==> config.mk <==
export PLATFORM = sky130hd
export DESIGN_NAME = load_ext_unit
export DESIGN_NICKNAME = d
export VERILOG_FILES = /design/src/rtl/load_ext_unit.sv
export SDC_FILE = /design/constraint.sdc
export NUM_CORES = 1
export LEC_CHECK = 0
export BUFFER_PORTS_ARGS = -buffer_cell sky130_fd_sc_hd__buf_2
export CAP_MARGIN = 20
export CORE_MARGIN = 1
export CORE_UTILIZATION = 45
export DETAILED_ROUTE_END_ITERATION = 7
export PLACE_DENSITY_LB_ADDON = 0.2
export SKIP_CTS_REPAIR_TIMING = 1
export SLEW_MARGIN = 30
export SYNTH_ARGS = -nofsm -noshare
export SYNTH_HDL_FRONTEND = slang
export SYNTH_SLANG_ARGS = --single-unit
==> constraint.sdc <==
create_clock -name clk -period 2.4 [get_ports clk]
set_input_delay 0.36 -clock clk [delete_from_list [all_inputs] [get_ports clk]]
set_output_delay 0.36 -clock clk [all_outputs]
set_load 0.03 [all_outputs]
==> src/rtl/load_ext_unit.sv <==
// load_ext_unit
//   Load-data extraction/extension stage between data-memory read and
//   register-file writeback. Picks the byte/half/word/dword lane addressed
//   by in_addr, then sign- or zero-extends it to DATA_W. Results are queued
//   in a 2-entry FIFO so that full throughput holds under backpressure.
//
//   Optional feature macro: LOAD_EXT_ALIGN_CHECK_EN
//     undefined : low offset bits below the access size are forced to 0
//                 (force-aligned); out_err is constant 0.
//     defined   : misaligned requests are buffered in order with
//                 out_data=0, out_err=1.
//
// Ports
//   clk, rstn              clock (rising edge), synchronous active-low reset
//   in_valid/in_ready      request handshake
//   in_data                raw memory word, little-endian lanes
//   in_addr                byte offset within the word
//   in_size                0=byte 1=half 2=word 3=dword
//   in_sext                1=sign-extend, 0=zero-extend
//   in_tag                 destination tag, passed through
//   out_valid/out_ready    result handshake
//   out_data, out_tag      extended result and its tag
//   out_err                misalignment flag
module load_ext_unit #(
   parameter  int DATA_W = 32,
   parameter  int TAG_W  = 5,
   localparam int OFF_W  = $clog2(DATA_W/8)
) (
   input  logic              clk,
   input  logic              rstn,
   input  logic              in_valid,
   output logic              in_ready,
   input  logic [DATA_W-1:0] in_data,
   input  logic [OFF_W-1:0]  in_addr,
   input  logic [1:0]        in_size,
   input  logic              in_sext,
   input  logic [TAG_W-1:0]  in_tag,
   output logic              out_valid,
   input  logic              out_ready,
   output logic [DATA_W-1:0] out_data,
   output logic [TAG_W-1:0]  out_tag,
   output logic              out_err
);

   // ---------------- extraction / extension ----------------
   logic [1:0]        size_eff;
   logic [OFF_W-1:0]  low_mask;   // offset bits below the access size
   logic [OFF_W-1:0]  off;
   logic [DATA_W-1:0] lane;
   logic [DATA_W-1:0] fmask;      // ones over the field width
   logic              msb;
   logic [DATA_W-1:0] ext;
   logic [DATA_W-1:0] res_data;

   always_comb begin
      size_eff = in_size;
      // a 32-bit datapath has no dword; treat it as a word
      if (DATA_W == 32 && in_size == 2'd3) size_eff = 2'd2;

      low_mask = OFF_W'((32'd1 << size_eff) - 32'd1);
      off      = in_addr & ~low_mask;
      lane     = in_data >> {off, 3'b000};

      case (size_eff)
         2'd0:    begin fmask = DATA_W'(8'hFF);         msb = lane[7];        end
         2'd1:    begin fmask = DATA_W'(16'hFFFF);      msb = lane[15];       end
         2'd2:    begin fmask = DATA_W'(32'hFFFF_FFFF); msb = lane[31];       end
         default: begin fmask = '1;                     msb = lane[DATA_W-1]; end
      endcase

      // full-width fields have ~fmask == 0, so in_sext has no effect there
      ext = (lane & fmask) | ((in_sext && msb) ? ~fmask : '0);
   end

`ifdef LOAD_EXT_ALIGN_CHECK_EN
   logic misaligned;
   assign misaligned = (in_addr & low_mask) != '0;
   assign res_data   = misaligned ? '0 : ext;
`else
   assign res_data   = ext;
`endif

   // ---------------- 2-entry output FIFO ----------------
   logic [DATA_W-1:0] data_q [2];
   logic [TAG_W-1:0]  tag_q  [2];
   logic              rd_ptr, wr_ptr;
   logic [1:0]        count;
   logic              push, pop;

   // in_ready depends only on registered count and rstn, never on out_ready
   assign in_ready  = rstn && (count != 2'd2);
   assign out_valid = (count != 2'd0);
   assign push      = in_valid && in_ready;
   assign pop       = out_valid && out_ready;
   assign out_data  = data_q[rd_ptr];
   assign out_tag   = tag_q[rd_ptr];

   always_ff @(posedge clk) begin
      if (!rstn) begin
         count  <= 2'd0;
         rd_ptr <= 1'b0;
         wr_ptr <= 1'b0;
         for (int i = 0; i < 2; i++) begin
            data_q[i] <= '0;
            tag_q[i]  <= '0;
         end
      end else begin
         if (push) begin
            data_q[wr_ptr] <= res_data;
            tag_q[wr_ptr]  <= in_tag;
            wr_ptr         <= ~wr_ptr;
         end
         if (pop) rd_ptr <= ~rd_ptr;
         case ({push, pop})
            2'b10:   count <= count + 2'd1;
            2'b01:   count <= count - 2'd1;
            default: count <= count;
         endcase
      end
   end

`ifdef LOAD_EXT_ALIGN_CHECK_EN
   logic err_q [2];

   always_ff @(posedge clk) begin
      if (!rstn) begin
         err_q[0] <= 1'b0;
         err_q[1] <= 1'b0;
      end else if (push) begin
         err_q[wr_ptr] <= misaligned;
      end
   end

   assign out_err = err_q[rd_ptr];
`else
   assign out_err = 1'b0;
`endif

endmodule

==> results of run 1 <==
## per-stage QoR
step	total power (µW)	setup WS (ns)	area (µm²)	util, %	cells
2_1_floorplan	2750	0.146	4200	-	346
3_3_place_gp	3130	0.343	4800	54.0	529
3_5_place_dp	3150	0.270	4800	54.0	529
4_1_cts	4060	0.426	4990	56.1	545
5_1_grt	4210	0.228	4990	56.1	545
6_report	4030	0.446	4990	56.1	545
## sequential cells by signal (all words and copies together), names as in the netlist, named ones only
| register | flops |
|---|---|
| tag_q | 10 |
| wr_ptr | 1 |
| rd_ptr | 1 |
| data_q | 64 |
| count | 2 |
## layout by cell type, fill, tap and decap left out, drive strengths merged, types with 3 or more instances in the layout
cell type | synthesis | layout
buf | 8 | 101
edfxtp | 74 | 74
mux2 | 37 | 37
nand2 | 30 | 30
and2 | 26 | 26
nor2b | 24 | 24
o31ai | 23 | 23
nor2 | 21 | 21
clkbuf | 18 | 12
nor3b | 11 | 11
inv | 10 | 10
a21oi | 9 | 9
mux4 | 7 | 7
a311oi | 6 | 6
o21ai | 5 | 5
nand2b | 5 | 5
dfxtp | 5 | 5
xnor2 | 3 | 3
nand4 | 3 | 3
## path summary, 6_finish.rpt
check	from	end	slack, ns	cells past startpoint
max reg2reg	count[1]$_SDFFE_PN0P_	count[1]$_SDFFE_PN0P_	0.45	6
min reg2reg	count[1]$_SDFFE_PN0P_	count[1]$_SDFFE_PN0P_	0.52	2
min	in_tag[2]	tag_q[1][2]$_SDFFCE_PN0P_	0.29	2
max	count[1]$_SDFFE_PN0P_	count[1]$_SDFFE_PN0P_	0.45	6
## cell type report
class                   instances  area, µm²  area share, %
clock inverters                 4       28.8          0.577
inverters                      10       37.5          0.752
multi-input cells             231       1740           34.8
repair buffers                101        573           11.5
clock buffers                  12        156           3.13
flip-flops and latches         79       2320           46.6
well taps                     108        135           2.71
## kinds of logic after synthesis
kind of cell,after synthesis
muxes,44
adders and majority gates,1
xor gates and xnor gates,3
AOI/OAI and AO/OA,51
other,1
and+or+nand+nor,131
buffers and inverters,36
DFF,79
## power groups by stage
stage	Sequential (µW)	Clock, µW	Combinational, µW
finish	1720	917	1400
global route	1730	989	1490
CTS	1720	930	1410
detailed placement	1750	0	1410
global placement	1740	0	1390
floorplan	1730	0	1010
## critical path, delay by kind of cell (launching register included)
| family | cells | cell delay, ns |
|---|---|---|
| adders and majority gates | 1 | 0.27 |
| DFF | 1 | 0.36 |
| and+or+nand+nor | 3 | 0.99 |
| AOI/OAI and AO/OA | 1 | 0.16 |
| buffers and inverters | 1 | 0.11 |
## routing by layer
| layer | vias to the layer above | global-route usage [%] |
|---|---|---|
| met3 | 15 | 3.33 |
| li1 | 1447 | - |
| met2 | 105 | 34.5 |
| met4 | 0 | 9.53 |
| met1 | 1451 | 26.0 |
| met5 | - | 0 |
==> run_results.csv, run 1 <==
group,metric,value,unit
flow_run,maxCapViolCount,0,
worst_setup_path,path_class,"reg2reg",
synthesis,synth_compound_area_share,9.10,%
drt,top_layer,"met4",
cells_and_area,antennaDiodeCount,0,
drt,firstDrtPassIters,4,
synthesis,ys_ff_latch,79,
drt,wl_met2,4.59,mm
clocking,clock-root-buffer,"clkbuf_8",
worst_setup_path,worst-path-max-fanout,8,
drt,dr_wl_met3,637,µm
place,placement.io_buffers,84,
clocking,cts_tree,"built",
synthesis,syn_inst,346,
global_route,grt_pass1_vias,2923,
synthesis,yosys.area_share.simple,17.1,%
sta,fin_crit_sh,81.4,%
drt,drt.antenna.violating_nets,0,
worst_setup_path,critPathMaxStageDelay,0.50,ns
power,p_leak,0.00200,µW
drt,drt-initial-drc-count,139,
synthesis,synth-seq-area-share,55.4,%
clocking,clk_latency,0.36,ns
drt,drt_wl_total,9.52,mm
min_path,hp-class,"in2reg",
synthesis,synthTopCellsByArea,"edfxtp_1 53%, mux2_2 9.9%, o31ai_1 4.1%, and2_1 3.9%, mux4_2 3.8%",
die,start_util,47.2,%
power,peakVddDrop,614,µV
sta,worst_hold_slack,0.292,ns
clocking,htree_levels,3,
sta,tns,0,ns
synthesis,syn_avg_cell_area,12.1,µm²
synthesis,yosys_warnings,0,
global_route,grt_pass1_wl,14.9,mm
sta,grt_setup_unrepaired,"no",
cells_and_area,area_delta_synth_final,18.9,%
synthesis,synth_xor_xnor_area_share,0.626,%
global_route,grt_max_degree,38,
power,internal-power,2640,µW
synthesis,synth_enable_flop_cells,74,
synthesis,yosysMostFrequentCell,"edfxtp_1",
drt,via_count,3018,
worst_setup_path,start_kind,"flip-flop",
synthesis,synth_top_family_by_area,"simple AND/OR/NAND/NOR gates",
sta,hold_viol,0,
die,die_w,98.6,µm
cells_and_area,fillerInstances,758,
clocking,clk_pin_slew_worst_paths,0.08,ns
cells_and_area,drive_gt1_share,38.7,%
sta,tightest_slew,0.572,ns
drt,wl_met1,4.14,mm
synthesis,ys.flop_type,"edfxtp_1",
sta,relSlewSlack,61.8,%
power,powerDensity,808,nW/µm²
worst_setup_path,crit_slowest_cell,"nor2b_1",
drt,drcViolationCount,0,
sta,report.final.slew_viol_count,0,
sta,setup_viol,0,
synthesis,yosysTopAreaCell,"edfxtp_1",
clocking,cts_buffers,9,
synthesis,synth_mux_area_share,13.7,%
global_route,antenna_found_initial,0,
place,dp_hpwl,6.51,mm
worst_setup_path,crit_chain,"nor2b_1 -> nor2_1 -> inv_1 -> ha_1 -> or3_1 -> a21boi_0",
cells_and_area,finalNetCount,479,
power,seqPwrFrac,42.6,%
drt,vias_per_cell,5.54,
synthesis,syn-cell-area,4200,µm²
global_route,track_usage,20.5,%
worst_setup_path,critPathCaptureType,"flip-flop",
sta,skew,0.0109,ns
drt,wl_per_cell,17.5,µm
synthesis,ys_types,38,
power,p_comb_share,34.7,%
power,clkPwrFrac,22.8,%
die,design.core.area,8890,µm²
place,gp_congestion,0.842,
synthesis,syn-num-nets,393,
sta,finalCriticalPeriod,1.95,ns
synthesis,synthAdderAreaFrac,0.298,%
synthesis,synth_top_area_share,53.0,%
worst_setup_path,critPathArrivalTime,2.24,ns
worst_setup_path,worstPathRequired,2.69,ns
outcome,outcome,"complete, no violations",
die,die_h,98.6,µm
power,switching_power,1400,µW
sta,clock.fmax,512,MHz
die,die_area,9710,µm²
synthesis,synthArstFlopShare,0,%
die,rows,34,
global_route,gr-total-overflow,0,
clocking,clkSinkCount,79,
power,sw_frac_of_total,34.6,%
die,ios,86,
synthesis,ys_top_cells_by_count,"74 x edfxtp_1, 37 x mux2_2, 30 x nand2_1",
clocking,clock_path_buffers,2,
Note: power is estimated with default switching activity, not from simulation.
==> run 2: changes to the inputs <==
ABC_AREA = 1   (was default)
clock period = 1.6 ns   (was 2.4 ns; I/O delays follow)
==> run 2 against run 1 <==
  * The flow now finishes with violations (setup timing)
  * Largest cell class unchanged
  * Synthesized cell count grew 10%
  * Combinational power about the same
  * Clock skew is 0.0045 ns lower
  * Register-to-register slack got worse by 0.36 ns
  * Wire length rose by 4.5%
  * Cell count grew 8.8%
  * Sequential power up 45%
  * Highest routed layer unchanged
  * Clock-buffer cell count is 2 lower
  * Critical path depth down 3
  * Area after synthesis fell by 2.9%
  * Critical path type is now reg2out
==> run_results.csv, run 2 <==
group,metric,value,unit
place,dp_hpwl,6.19,mm
place,placement.io_buffers,84,
synthesis,synth-seq-area-share,57.0,%
power,powerDensity,1070,nW/µm²
die,design.core.area,8760,µm²
worst_setup_path,critPathCaptureType,"primary output",
drt,via_count,3165,
clocking,clock-root-buffer,"clkbuf_8",
sta,report.final.slew_viol_count,0,
global_route,track_usage,21.1,%
worst_setup_path,crit_chain,"buf_12 -> mux2_2 -> buf_2",
clocking,cts_tree,"built",
power,p_total,5500,µW
worst_setup_path,worstPathRequired,1.36,ns
synthesis,yosys_warnings,0,
synthesis,syn-num-nets,428,
cells_and_area,finalNetCount,527,
sta,skew,0.00644,ns
clocking,clock_path_buffers,2,
synthesis,syn-cell-area,4070,µm²
synthesis,syn_avg_cell_area,10.7,µm²
worst_setup_path,path_class,"reg2out",
worst_setup_path,crit_slowest_cell,"dfxtp_4",
synthesis,synth_enable_flop_cells,74,
worst_setup_path,path_delay_family,"flip-flops",
drt,wl_per_cell,16.8,µm
clocking,cts_buffers,9,
worst_setup_path,worst-path-max-fanout,10,
min_path,hp-class,"in2reg",
clocking,htree_levels,3,
power,peakVddDrop,470,µV
global_route,antenna_found_initial,0,
worst_setup_path,critPathMaxStageDelay,0.41,ns
flow_run,maxCapViolCount,0,
power,p_leak,0.00220,µW
global_route,grt_pass1_vias,3028,
die,start_util,46.5,%
sta,setup_ws,-0.128,ns
cells_and_area,largest_register,"data_q",
synthesis,ys_ff_latch,79,
sta,hold_viol,0,
worst_setup_path,critPathArrivalTime,1.49,ns
cells_and_area,antennaDiodeCount,0,
cells_and_area,top_regs,"data_q x64, tag_q x10, count x2",
cells_and_area,final_core_util,58.6,%
cells_and_area,drive_gt1_share,40.2,%
synthesis,syn_inst,381,
sta,clock.fmax,579,MHz
sta,finalCriticalPeriod,1.73,ns
global_route,grt_max_degree,39,
synthesis,ys_types,27,
die,ios,86,
worst_setup_path,start_kind,"flip-flop",
drt,firstDrtPassIters,4,
synthesis,ys_top_cells_by_count,"74 x edfxtp_1, 57 x nand2_1, 48 x a21oi_1",
clocking,clk_latency,0.36,ns
drt,drt_wl_total,9.95,mm
global_route,grt_pass1_wl,15.2,mm
clocking,clkSinkCount,79,
drt,drt-initial-drc-count,223,
synthesis,ys.flop_type,"edfxtp_1",
outcome,outcome,"finished with violations",
place,gp_congestion,0.906,
die,die_w,97.1,µm
cells_and_area,final_cell_mix,"81 x buf_2, 74 x edfxtp_1, 52 x nand2_1",
drt,drcViolationCount,0,
worst_setup_path,worst-path-buf-inv,2,
drt,vias_per_cell,5.34,
sta,grt_setup_unrepaired,"yes",
die,die_area,9440,µm²
synthesis,synth_top_area_share,54.5,%
synthesis,yosysTopAreaCell,"edfxtp_1",
outcome,violations,"setup timing",
synthesis,synthTopCellsByArea,"edfxtp_1 55%, mux2_2 10%, a21oi_1 5.9%, nand2_1 5.3%, nor2_1 3.6%",
cells_and_area,area_delta_synth_final,26.0,%
synthesis,synthArstFlopShare,0,%
sta,setup_viol,37,
synthesis,yosysMostFrequentCell,"edfxtp_1",
clocking,clk_pin_slew_worst_paths,0.08,ns
cells_and_area,largest_reg_flops,64,
die,die_h,97.1,µm
sta,fin_crit_sh,108,%
die,rows,34,
sta,worst_hold_slack,0.181,ns
global_route,gr-total-overflow,0,
drt,drt.antenna.violating_nets,0,
cells_and_area,final_common_cell,"buf_2",
-- run 2: changes by cell type after synthesis, sizes merged, moves of 7 or more --
cell    previous run  this run
a21oi              9        55
and2              26         0
buf                8        20
clkbuf            18         6
inv               10        29
mux4               7         0
nand2             30        60
nand3              1        19
nor2              21        40
nor2b             24         0
nor3b             11         0
o21ai              5        27
o31ai             23         5
-- run 2: cells by family after synthesis --
kind of cell	count (synthesis)	synth area share [%]
compound gates	89	12.0
fa+ha+maj	1	0.307
buf+inv	55	6.82
flops	79	57.0
mux	37	10.2
simple gates	119	13.5
other cells	1	0.0920
-- run 2: per-layer routing --
layer	GRT usage, %	share of wire, %	vias to the layer above
met5	0	0	-
met4	10.3	2.9	0
met3	4.96	5.8	21
met2	34.4	49	105
met1	26.3	43	1510
li1	-	-	1529
-- run 2: cell type report --
cell class              count  area (µm²)
well taps                 108         135
clock buffers              10         128
repair buffers            112         776
inverters                  29         109
fillers                   759        3630
clock inverters             6        85.1
flip-flops and latches     79        2330
multi-input cells         249        1570
-- run 2: worst register-to-register path, stage by stage, from the launching register on --
cell,delay (ns)
dfxtp_2,0.35
inv_2,0.06
a21boi_4,0.16
nand2_2,0.11
inv_2,0.08
nand2_2,0.20
nand2_8,0.25
-- run 2: worst paths after layout --
kind / startpoint / end / slack (ns) / cells past startpoint
worst max-delay path: flip-flop / out_data[25] / -0.13 / 3
worst min-delay path: in_tag[1] / tag_q[1][1]$_SDFFCE_PN0P_ / 0.18 / 3
worst max register to register: count[0]$_SDFFE_PN0P_ / tag_q[1][0]$_SDFFCE_PN0P_ / 0.09 / 6
worst min register to register: rd_ptr$_SDFFE_PN0P_ / flip-flop / 0.46 / 1
-- run 2: stage by stage --
step                      cells  worst slack (ns)  area, µm²  TNS (ns)
after floorplan             381           -0.0426       4140     -1.58
after global placement      572           -0.0518       4790    -0.348
after detailed placement    572           -0.0594       4790    -0.881
after CTS                   588            -0.185       5000     -5.52
after global routing        593            -0.171       5130     -5.83
final                       593            -0.128       5130     -3.90
-- run 2: report_power, final --
group / switching, µW / internal, µW / leakage, µW / total (µW)
combinational: 871 / 525 / 0.00128 / 1400
clock: 748 / 874 / 0.000104 / 1620
sequential: 54.1 / 2430 / 0.000818 / 2490
==> run 3: changes to the inputs <==
clock period = 1.5 ns   (was 1.6 ns; I/O delays follow)
==> run 3 against run 2 <==
  * The flow still finishes with violations (setup timing)
  * Sequential share of layout area down 1.2 points
  * Power up 3.7%
  * Wire length down 2.2%
  * Sequential power up 6%
  * First-iteration DRC count down 6.7%
  * Register-to-register slack about the same
  * Die area unchanged
  * Cell area up 2.8%
  * Cell count up 0.34%
  * Core utilization up 1.6 points
  * Non-clock buffer count up 3
==> run_results.csv, run 3 (synthesis results as in run 2) <==
group,metric,value,unit
sta,report.final.slew_viol_count,0,
drt,vias_per_cell,5.37,
worst_setup_path,start_kind,"flip-flop",
power,clkPwrFrac,26.6,%
power,seqPwrFrac,46.5,%
die,design.core.area,8760,µm²
place,dp_hpwl,6.53,mm
clocking,clk_latency,0.35,ns
cells_and_area,antennaDiodeCount,0,
die,die_h,97.1,µm
place,placement.io_buffers,84,
sta,clock.fmax,594,MHz
outcome,outcome,"finished with violations",
min_path,worstHoldStart,"in_tag[1]",
drt,via_count,3195,
drt,firstDrtPassIters,5,
outcome,violations,"setup timing",
global_route,gr-total-overflow,0,
place,dp_cells,577,
global_route,antenna_found_initial,0,
cells_and_area,area_delta_synth_final,29.5,%
sta,hold_viol,0,
sta,grt_setup_unrepaired,"yes",
cells_and_area,finalNetCount,530,
cells_and_area,final_cell_mix,"80 x buf_2, 74 x edfxtp_1, 52 x nand2_1",
worst_setup_path,reg2reg_from,"count[0]$_SDFFE_PN0P_",
cells_and_area,final_core_util,60.2,%
global_route,grt_pass1_vias,3108,
cells_and_area,final_common_cell,"buf_2",
sta,setup_ws,-0.183,ns
drt,drt-initial-drc-count,208,
worst_setup_path,critPathCaptureType,"primary output",
sta,skew,0.00584,ns
clocking,cts_buffers,9,
global_route,track_usage,20.8,%
cells_and_area,largest_reg_flops,64,
place,pre_cts_ws,-0.154,ns
clocking,htree_levels,3,
power,p_leak,0.00223,µW
clocking,clk_pin_slew_worst_paths,0.08,ns
global_route,grt_pass1_wl,15.1,mm
power,p_total,5710,µW
worst_setup_path,worst-path-max-fanout,18,
cells_and_area,drive_gt1_share,46.8,%
flow_run,maxCapViolCount,0,
power,sw_frac_of_total,31.1,%
clocking,cts_tree,"built",
power,powerDensity,1080,nW/µm²
worst_setup_path,path_class,"reg2out",
drt,drt_wl_total,9.73,mm
power,switching_power,1780,µW
global_route,grt_max_degree,39,
die,rows,34,
sta,finalCriticalPeriod,1.68,ns
place,gp_congestion,0.917,
die,start_util,46.5,%
sta,setup_viol,37,
clocking,clkSinkCount,79,
power,internal-power,3940,µW
clocking,clock-root-buffer,"clkbuf_8",
die,die_area,9440,µm²
drt,drcViolationCount,0,
cells_and_area,stdcell_count,595,
clocking,clock_path_buffers,2,
min_path,hp-class,"in2reg",
worst_setup_path,worstPathRequired,1.27,ns
drt,drt.antenna.violating_nets,0,
power,p_comb_share,26.9,%
cells_and_area,top_regs,"data_q x64, tag_q x10, count x2",
sta,fin_crit_sh,112,%
cells_and_area,largest_register,"data_q",
die,ios,86,
power,peakVddDrop,433,µV
worst_setup_path,critPathArrivalTime,1.46,ns
die,die_w,97.1,µm
drt,wl_per_cell,16.4,µm
sta,tns,-5.64,ns
run 3: changes by cell type in the layout (fill, tap and decap cells not counted), sizes merged:
cell and change:
buf +4, clkbuf -2, bufinv -1, clkinvlp +1
run 3: worst paths after layout:
kind | end | slack [ns] | cells past startpoint
hold / removal | tag_q[0][1]$_SDFFCE_PN0P_ | 0.18 | 3
setup / recovery | out_data[4] | -0.18 | 3
setup reg to reg | data_q[1][7]$_SDFFCE_PN0P_ | 0.09 | 7
hold reg to reg | flip-flop | 0.45 | 1
run 3: layout make-up:
type | instances | area (µm²)
clock buffer | 9 | 124
clock inverter | 6 | 62.6
fill | 752 | 3490
inverter | 29 | 109
multi-input combinational | 249 | 1720
sequential | 79 | 2330
tap | 108 | 135
timing repair buffer | 115 | 796
run 3: metrics by stage:
step	hold WS, ns	cell area (µm²)
5_1_grt	0.187	5280
4_1_cts	0.181	5140
3_3_place_gp	0.430	4950
6_report	0.183	5280
3_5_place_dp	0.440	4950
2_1_floorplan	0.356	4280
run 3: worst max-delay path, stage by stage (launching register included):
cell and delay, ns:
dfxtp_4 0.40, buf_12 0.17, mux2_2 0.35, buf_2 0.18
run 3: layer usage:
metal	GRT usage, %	vias up	share of wire [%]
met2	35.6	98	50
met5	0	-	0
li1	-	1529	-
met1	25.7	1554	43
met4	7.92	0	1.7
met3	4.32	14	5.5
run 3: power by group through the flow:
stage | combinational, µW | sequential, µW | clock, µW
floorplan | 1010 | 2670 | 0
global placement | 1440 | 2690 | 0
detailed placement | 1450 | 2700 | 0
CTS | 1460 | 2650 | 1540
global route | 1650 | 2670 | 1630
finish | 1540 | 2650 | 1520
